`src/rtl/fib_inv_des.sv`:
```
// ============================================================================
// Module   : fib_inv_des
// Purpose  : Inverse Fibonacci. Converts a 4-digit BCD x to binary, then walks
//            the Fibonacci sequence to find the largest n with fib(n) <= x.
// Revision : 1.0  initial release
// ============================================================================
`default_nettype none

module fib_inv_des (
    input  logic       iCLK,
    input  logic       iRESET,
    input  logic       iSTART,
    input  logic [3:0] iBCD3,
    input  logic [3:0] iBCD2,
    input  logic [3:0] iBCD1,
    input  logic [3:0] iBCD0,
    output logic       oREADY,
    output logic       oDONE,
    output logic       oEXACT,
    output logic       oERR,
    output logic [3:0] oBCD1,
    output logic [3:0] oBCD0
);

    typedef enum logic [1:0] {
        S_IDLE   = 2'd0,
        S_CONV   = 2'd1,
        S_SEARCH = 2'd2,
        S_DONE   = 2'd3
    } state_t;

    state_t      r_state;
    state_t      w_next;

    logic [15:0] r_digits;
    logic [1:0]  r_cnt;
    logic [13:0] r_acc;
    logic [13:0] r_a;
    logic [14:0] r_b;
    logic [4:0]  r_n;
    logic        r_exact;
    logic        r_err;
    logic [3:0]  r_bcd1;
    logic [3:0]  r_bcd0;

    logic        w_bad;
    logic [3:0]  w_digit;
    logic [13:0] w_acc_next;
    logic        w_stop;
    logic [14:0] w_sum;
    logic [3:0]  w_tens;
    logic [3:0]  w_units;

    assign w_bad = (iBCD3 > 4'd9) || (iBCD2 > 4'd9) ||
                   (iBCD1 > 4'd9) || (iBCD0 > 4'd9);

    always_comb begin
        w_digit = 4'd0;
        case (r_cnt)
            2'd3: w_digit = r_digits[15:12];
            2'd2: w_digit = r_digits[11:8];
            2'd1: w_digit = r_digits[7:4];
            2'd0: w_digit = r_digits[3:0];
            default: w_digit = 4'd0;
        endcase
    end

    assign w_acc_next = r_acc * 14'd10 + {10'd0, w_digit};

    // Invariant in SEARCH: a = fib(n), b = fib(n+1); b never exceeds fib(21).
    assign w_stop = r_b > {1'b0, r_acc};
    assign w_sum  = {1'b0, r_a} + r_b;

    // n is at most 20; modulo-16 subtraction on the low nibble yields the units.
    always_comb begin
        w_tens  = 4'd0;
        w_units = r_n[3:0];
        if (r_n >= 5'd20) begin
            w_tens  = 4'd2;
            w_units = r_n[3:0] - 4'd4;
        end else if (r_n >= 5'd10) begin
            w_tens  = 4'd1;
            w_units = r_n[3:0] - 4'd10;
        end
    end

    always_ff @(posedge iCLK or posedge iRESET) begin
        if (iRESET) begin
            r_state <= S_IDLE;
        end else begin
            r_state <= w_next;
        end
    end

    always_comb begin
        w_next = r_state;
        case (r_state)
            S_IDLE: begin
                if (iSTART) begin
                    w_next = w_bad ? S_DONE : S_CONV;
                end
            end
            S_CONV: begin
                if (r_cnt == 2'd0) begin
                    w_next = S_SEARCH;
                end
            end
            S_SEARCH: begin
                if (w_stop) begin
                    w_next = S_DONE;
                end
            end
            S_DONE: begin
                w_next = S_IDLE;
            end
            default: begin
                w_next = S_IDLE;
            end
        endcase
    end

    always_ff @(posedge iCLK or posedge iRESET) begin
        if (iRESET) begin
            r_digits <= 16'd0;
            r_cnt    <= 2'd0;
            r_acc    <= 14'd0;
            r_a      <= 14'd0;
            r_b      <= 15'd0;
            r_n      <= 5'd0;
            r_exact  <= 1'b0;
            r_err    <= 1'b0;
            r_bcd1   <= 4'd0;
            r_bcd0   <= 4'd0;
        end else begin
            case (r_state)
                S_IDLE: begin
                    if (iSTART) begin
                        r_digits <= {iBCD3, iBCD2, iBCD1, iBCD0};
                        r_exact  <= 1'b0;
                        r_err    <= w_bad;
                        r_bcd1   <= 4'd0;
                        r_bcd0   <= 4'd0;
                        r_acc    <= 14'd0;
                        r_cnt    <= 2'd3;
                    end
                end
                S_CONV: begin
                    r_acc <= w_acc_next;
                    r_cnt <= r_cnt - 2'd1;
                    if (r_cnt == 2'd0) begin
                        r_a <= 14'd0;
                        r_b <= 15'd1;
                        r_n <= 5'd0;
                    end
                end
                S_SEARCH: begin
                    if (w_stop) begin
                        r_exact <= (r_a == r_acc);
                        r_bcd1  <= w_tens;
                        r_bcd0  <= w_units;
                    end else begin
                        r_a <= r_b[13:0];
                        r_b <= w_sum;
                        r_n <= r_n + 5'd1;
                    end
                end
                default: begin
                end
            endcase
        end
    end

    assign oREADY = (r_state == S_IDLE);
    assign oDONE  = (r_state == S_DONE);
    assign oEXACT = r_exact;
    assign oERR   = r_err;
    assign oBCD1  = r_bcd1;
    assign oBCD0  = r_bcd0;

endmodule

`default_nettype wire

```
`config.mk`:
```
export PLATFORM = sky130hd
export DESIGN_NAME = fib_inv_des
export DESIGN_NICKNAME = d
export VERILOG_FILES = /design/src/rtl/fib_inv_des.sv
export SDC_FILE = /design/constraint.sdc
export NUM_CORES = 1
export LEC_CHECK = 0
export ABC_AREA = 1
export BUFFER_PORTS_ARGS = -buffer_cell sky130_fd_sc_hd__buf_4
export CORE_MARGIN = 10
export CORE_UTILIZATION = 30
export CTS_CLUSTER_DIAMETER = 200
export DETAILED_ROUTE_END_ITERATION = 7
export SLEW_MARGIN = 40
export SYNTH_ARGS = -nofsm -noshare
export SYNTH_HDL_FRONTEND = slang
export SYNTH_SLANG_ARGS = --single-unit
```
`constraint.sdc`:
```
create_clock -name iCLK -period 4 [get_ports iCLK]
set_clock_uncertainty 0.05 [all_clocks]
set_input_delay 0.8 -clock iCLK [delete_from_list [all_inputs] [get_ports iCLK]]
set_output_delay 0.8 -clock iCLK [all_outputs]
set_load 0.01 [all_outputs]
```
==> key figures <==
Clock tree
  • Post-CTS setup buffer count: 0
  • Clock Path Buffers: 2
  • H-tree Lvls: 3
  • Clk Tree Root Cell: clkbuf_16
  • CTS Hold Bufs: 0
  • CTS buffer count: 9
  • Clock sink total: 76
  • Clk_lat worst skew: 0.34 ns
  • # resized after CTS: 0
  • CTS tree: built
  • Worst-path clk slew: 0.06 ns

Worst setup path
  • Biggest cell delay along the critical path: 0.52 ns
  • CP Class: reg -> reg
  • Crit-path slowest cell: fa_1
  • WP data arrival: 2.94 ns
  • Delay-heaviest family, CP: adder cells
  • Number of buffers and inverters on the critical path: 1
  • Element type at the critical path end: register
  • Crit-path cells: ha_1, ha_1, fa_1, nand2_1, inv_1, nand2_1, nor2_2, nand3_1, nor2_1, nand3_1, nor2_2, nand3_1, nand3_1, nand2_1
  • Worst Path Required: 4.17 ns
  • Crit start category: register
  • Worst path most repeated cell: nand3_1
  • Crit-path max FO: 5

GRT
  • Largest net degree at the start of global routing: 44
  • Vias in the first global route: 4705
  • First-pass GRT wire length: 22700 µm
  • Initial antenna violation count: 0
  • GRT overflow: 0
  • Total track usage: 11.2%

Synth
  • Largest family of logic cells by synthesized area: simple AND/OR/NAND/NOR gates
  • EDFF count, synth: 0
  • Most frequent cell after synthesis: nand2_1
  • Synthesized area: 5640 µm²
  • Yosys warning count: 0
  • Synth area leaders: dfrtp_1 (34%), nand2_1 (18%), ha_1 (14%)
  • Post-Synth Adder-Cell Area: 15.5%
  • Post-synthesis compound-gate area fraction: 10.3%
  • Top cell type's share of synthesized area: 33.7%
  • XOR/XNOR Fraction of Synth Area: 3.57%
  • Seq/Total Area, Yosys: 33.7%
  • Fraction of the mapped netlist area in simple logic gates: 29.7%
  • Gate Count Post-Synth: 760
  • Share of synthesized registers carrying an async set or reset: 100%
  • Avg Cell Area, Syn: 7.42 µm²
  • Flops & latches, synth: 76
  • Synth Flop Type: dfrtp_1
  • Commonest cells in the netlist: nand2_1 (273), inv_1 (78), dfrtp_1 (76), ha_1 (65), nor2_1 (46)
  • Mux contribution to synthesized area: 0.178%
  • Synth area leader: dfrtp_1
  • Post-synth cell types: 46

Placed design
  • RD Place Congestion: 0.832
  • DP HPWL: 10200 µm
  • Buffers on Ports: 28

STA
  • Fmax: 362 MHz
  • Final hold vios: 0
  • Hold_ws: 0.433 ns
  • Worst-margin pin slew: 0.618 ns
  • Sum of negative setup slack: 0 ns
  • Final setup violation count: 0
  • RSZ-0062 raised after global routing: false
  • Fin crit share: 69.1%
  • Post-layout minimum cycle time: 2.76 ns
  • Final Slew Violations: 0
  • Slew margin rel.: 58.7%

Drt
  • Initial DRT Pass Iterations: 4
  • Via Count: 4830
  • Routed Wire Length: 13200 µm
  • Antenna viol nets, final: 0
  • Met3 Wirelength: 580 µm
  • M1 WL: 6520 µm
  • Routed len/inst: 12.8 µm
  • DR iter-0 viols: 235
  • Highest routed layer: met4
  • Wire length on met2: 5910 µm
  • Via density: 4.69
  • Drt drc: 0

Final layout
  • Multi-input logic area: 3350 µm²
  • # diodes: 0
  • Number of fill cells: 1962
  • Area growth from synthesis to layout: 13.3%
  • Share of cells above drive strength 1: 9.67%
  • Nets@finish: 879
  • Core Util, Final: 34.4%
  • Register Area: 1900 µm²

Floorplanning
  • Die area: 24700 µm²
  • Initial Util: 30.3%
  • Core area: 18600 µm²
  • IO Count: 31
  • Die W: 157 µm
  • DIE HEIGHT: 157 µm
  • Std-Cell Rows: 50

Hold path
  • HP Class: reg -> reg

Job
  • Max-capacitance violation count: 0

Pwr
  • Peak VDD IR: 0.425 mV
  • Pwr/cell area: 653 nW/µm²
  • Overall power: 4170 µW
  • Leakage power: 0.00334 µW

Status
  • Status: finished clean
[state kept, by name, indices dropped and copies added, names as in the netlist]
| signal | flops |
|---|---|
| r_state | 2 |
| r_acc | 14 |
| r_cnt | 2 |
| oBCD0 | 4 |
| oEXACT | 1 |
| r_digits | 16 |
| r_n | 5 |
| oERR | 1 |
| oBCD1 | 2 |
| r_a | 14 |
| r_b | 15 |
[final cells by class]
cell class | count | area share, %
Clock buffer | 11 | 3.80
Clock inverter | 4 | 0.784
Inverter | 80 | 4.76
Multi-Input combinational cell | 592 | 52.4
Sequential cell | 76 | 29.8
Tap cell | 234 | 4.58
Timing Repair Buffer | 33 | 3.88
[cells by family after synthesis]
family,Yosys count
adders and majority gates,68
AOI/OAI and AO/OA,100
muxes,1
DFF,76
and+or+nand+nor,398
other,1
xor gates and xnor gates,23
buffers and inverters,93
[path summary, 6_finish.rpt]
path,end,depth (start not counted),from,slack [ns]
worst min register to register,r_digits[5]$_DFFE_PP0P_,2,r_digits[5]$_DFFE_PP0P_,0.43
max in group asynchronous,r_acc[11]$_DFFE_PP0P_,3,iRESET,2.46
min in group asynchronous,oERR$_DFFE_PP0P_,2,iRESET,0.47
worst min-delay path,r_digits[5]$_DFFE_PP0P_,2,r_digits[5]$_DFFE_PP0P_,0.43
worst max-delay path,r_acc[13]$_DFFE_PP0P_,14,r_acc[1]$_DFFE_PP0P_,1.24
worst max register to register,r_acc[13]$_DFFE_PP0P_,14,r_acc[1]$_DFFE_PP0P_,1.24
[metrics by stage]
step	cells	setup WS (ns)	area, µm²
floorplan	761	1.21	5640
global placement	1015	1.34	6090
detailed placement	1015	1.26	6090
CTS	1030	1.24	6390
global route	1030	0.867	6390
finish	1030	1.24	6390
[metal layers]
layer,GRT usage [%],vias up
met5,0,-
met4,3.70,0
met3,2.87,10
met2,18.0,81
met1,14.5,2205
li1,-,2534
[placed cells by master (no fill, tap or decap), types with 3 or more instances in the layout]
master and count:
nand2_1 273, inv_1 77, dfrtp_1 76, ha_1 65
nand3_1 45, nor2_1 45, buf_4 33, o21ai_0 30
a21oi_1 28, xnor2_1 12, o21ai_1 12, nand4_1 11
xor2_1 11, clkbuf_16 9, o21ai_2 7, o22ai_1 7
or2_2 5, nor2_2 4, o21bai_1 3, nand3b_1 3
a31oi_1 3, nand3_2 3, fa_1 3
[tightest hold or removal path, stage by stage (launching register included)]
cell and delay, ns:
dfrtp_1 0.35, nand2_1 0.06, nand2_1 0.05
[power by group]
| part | internal [µW] | leakage [µW] | switching (µW) | total (µW) |
|---|---|---|---|---|
| Combinational | 763 | 0.00220 | 1380 | 2150 |
| Sequential | 988 | 0.00100 | 224 | 1210 |
| Clock | 496 | 0.000138 | 316 | 811 |
| Total | 2250 | 0.00334 | 1920 | 4170 |
Power figures use the tool's default switching activity.
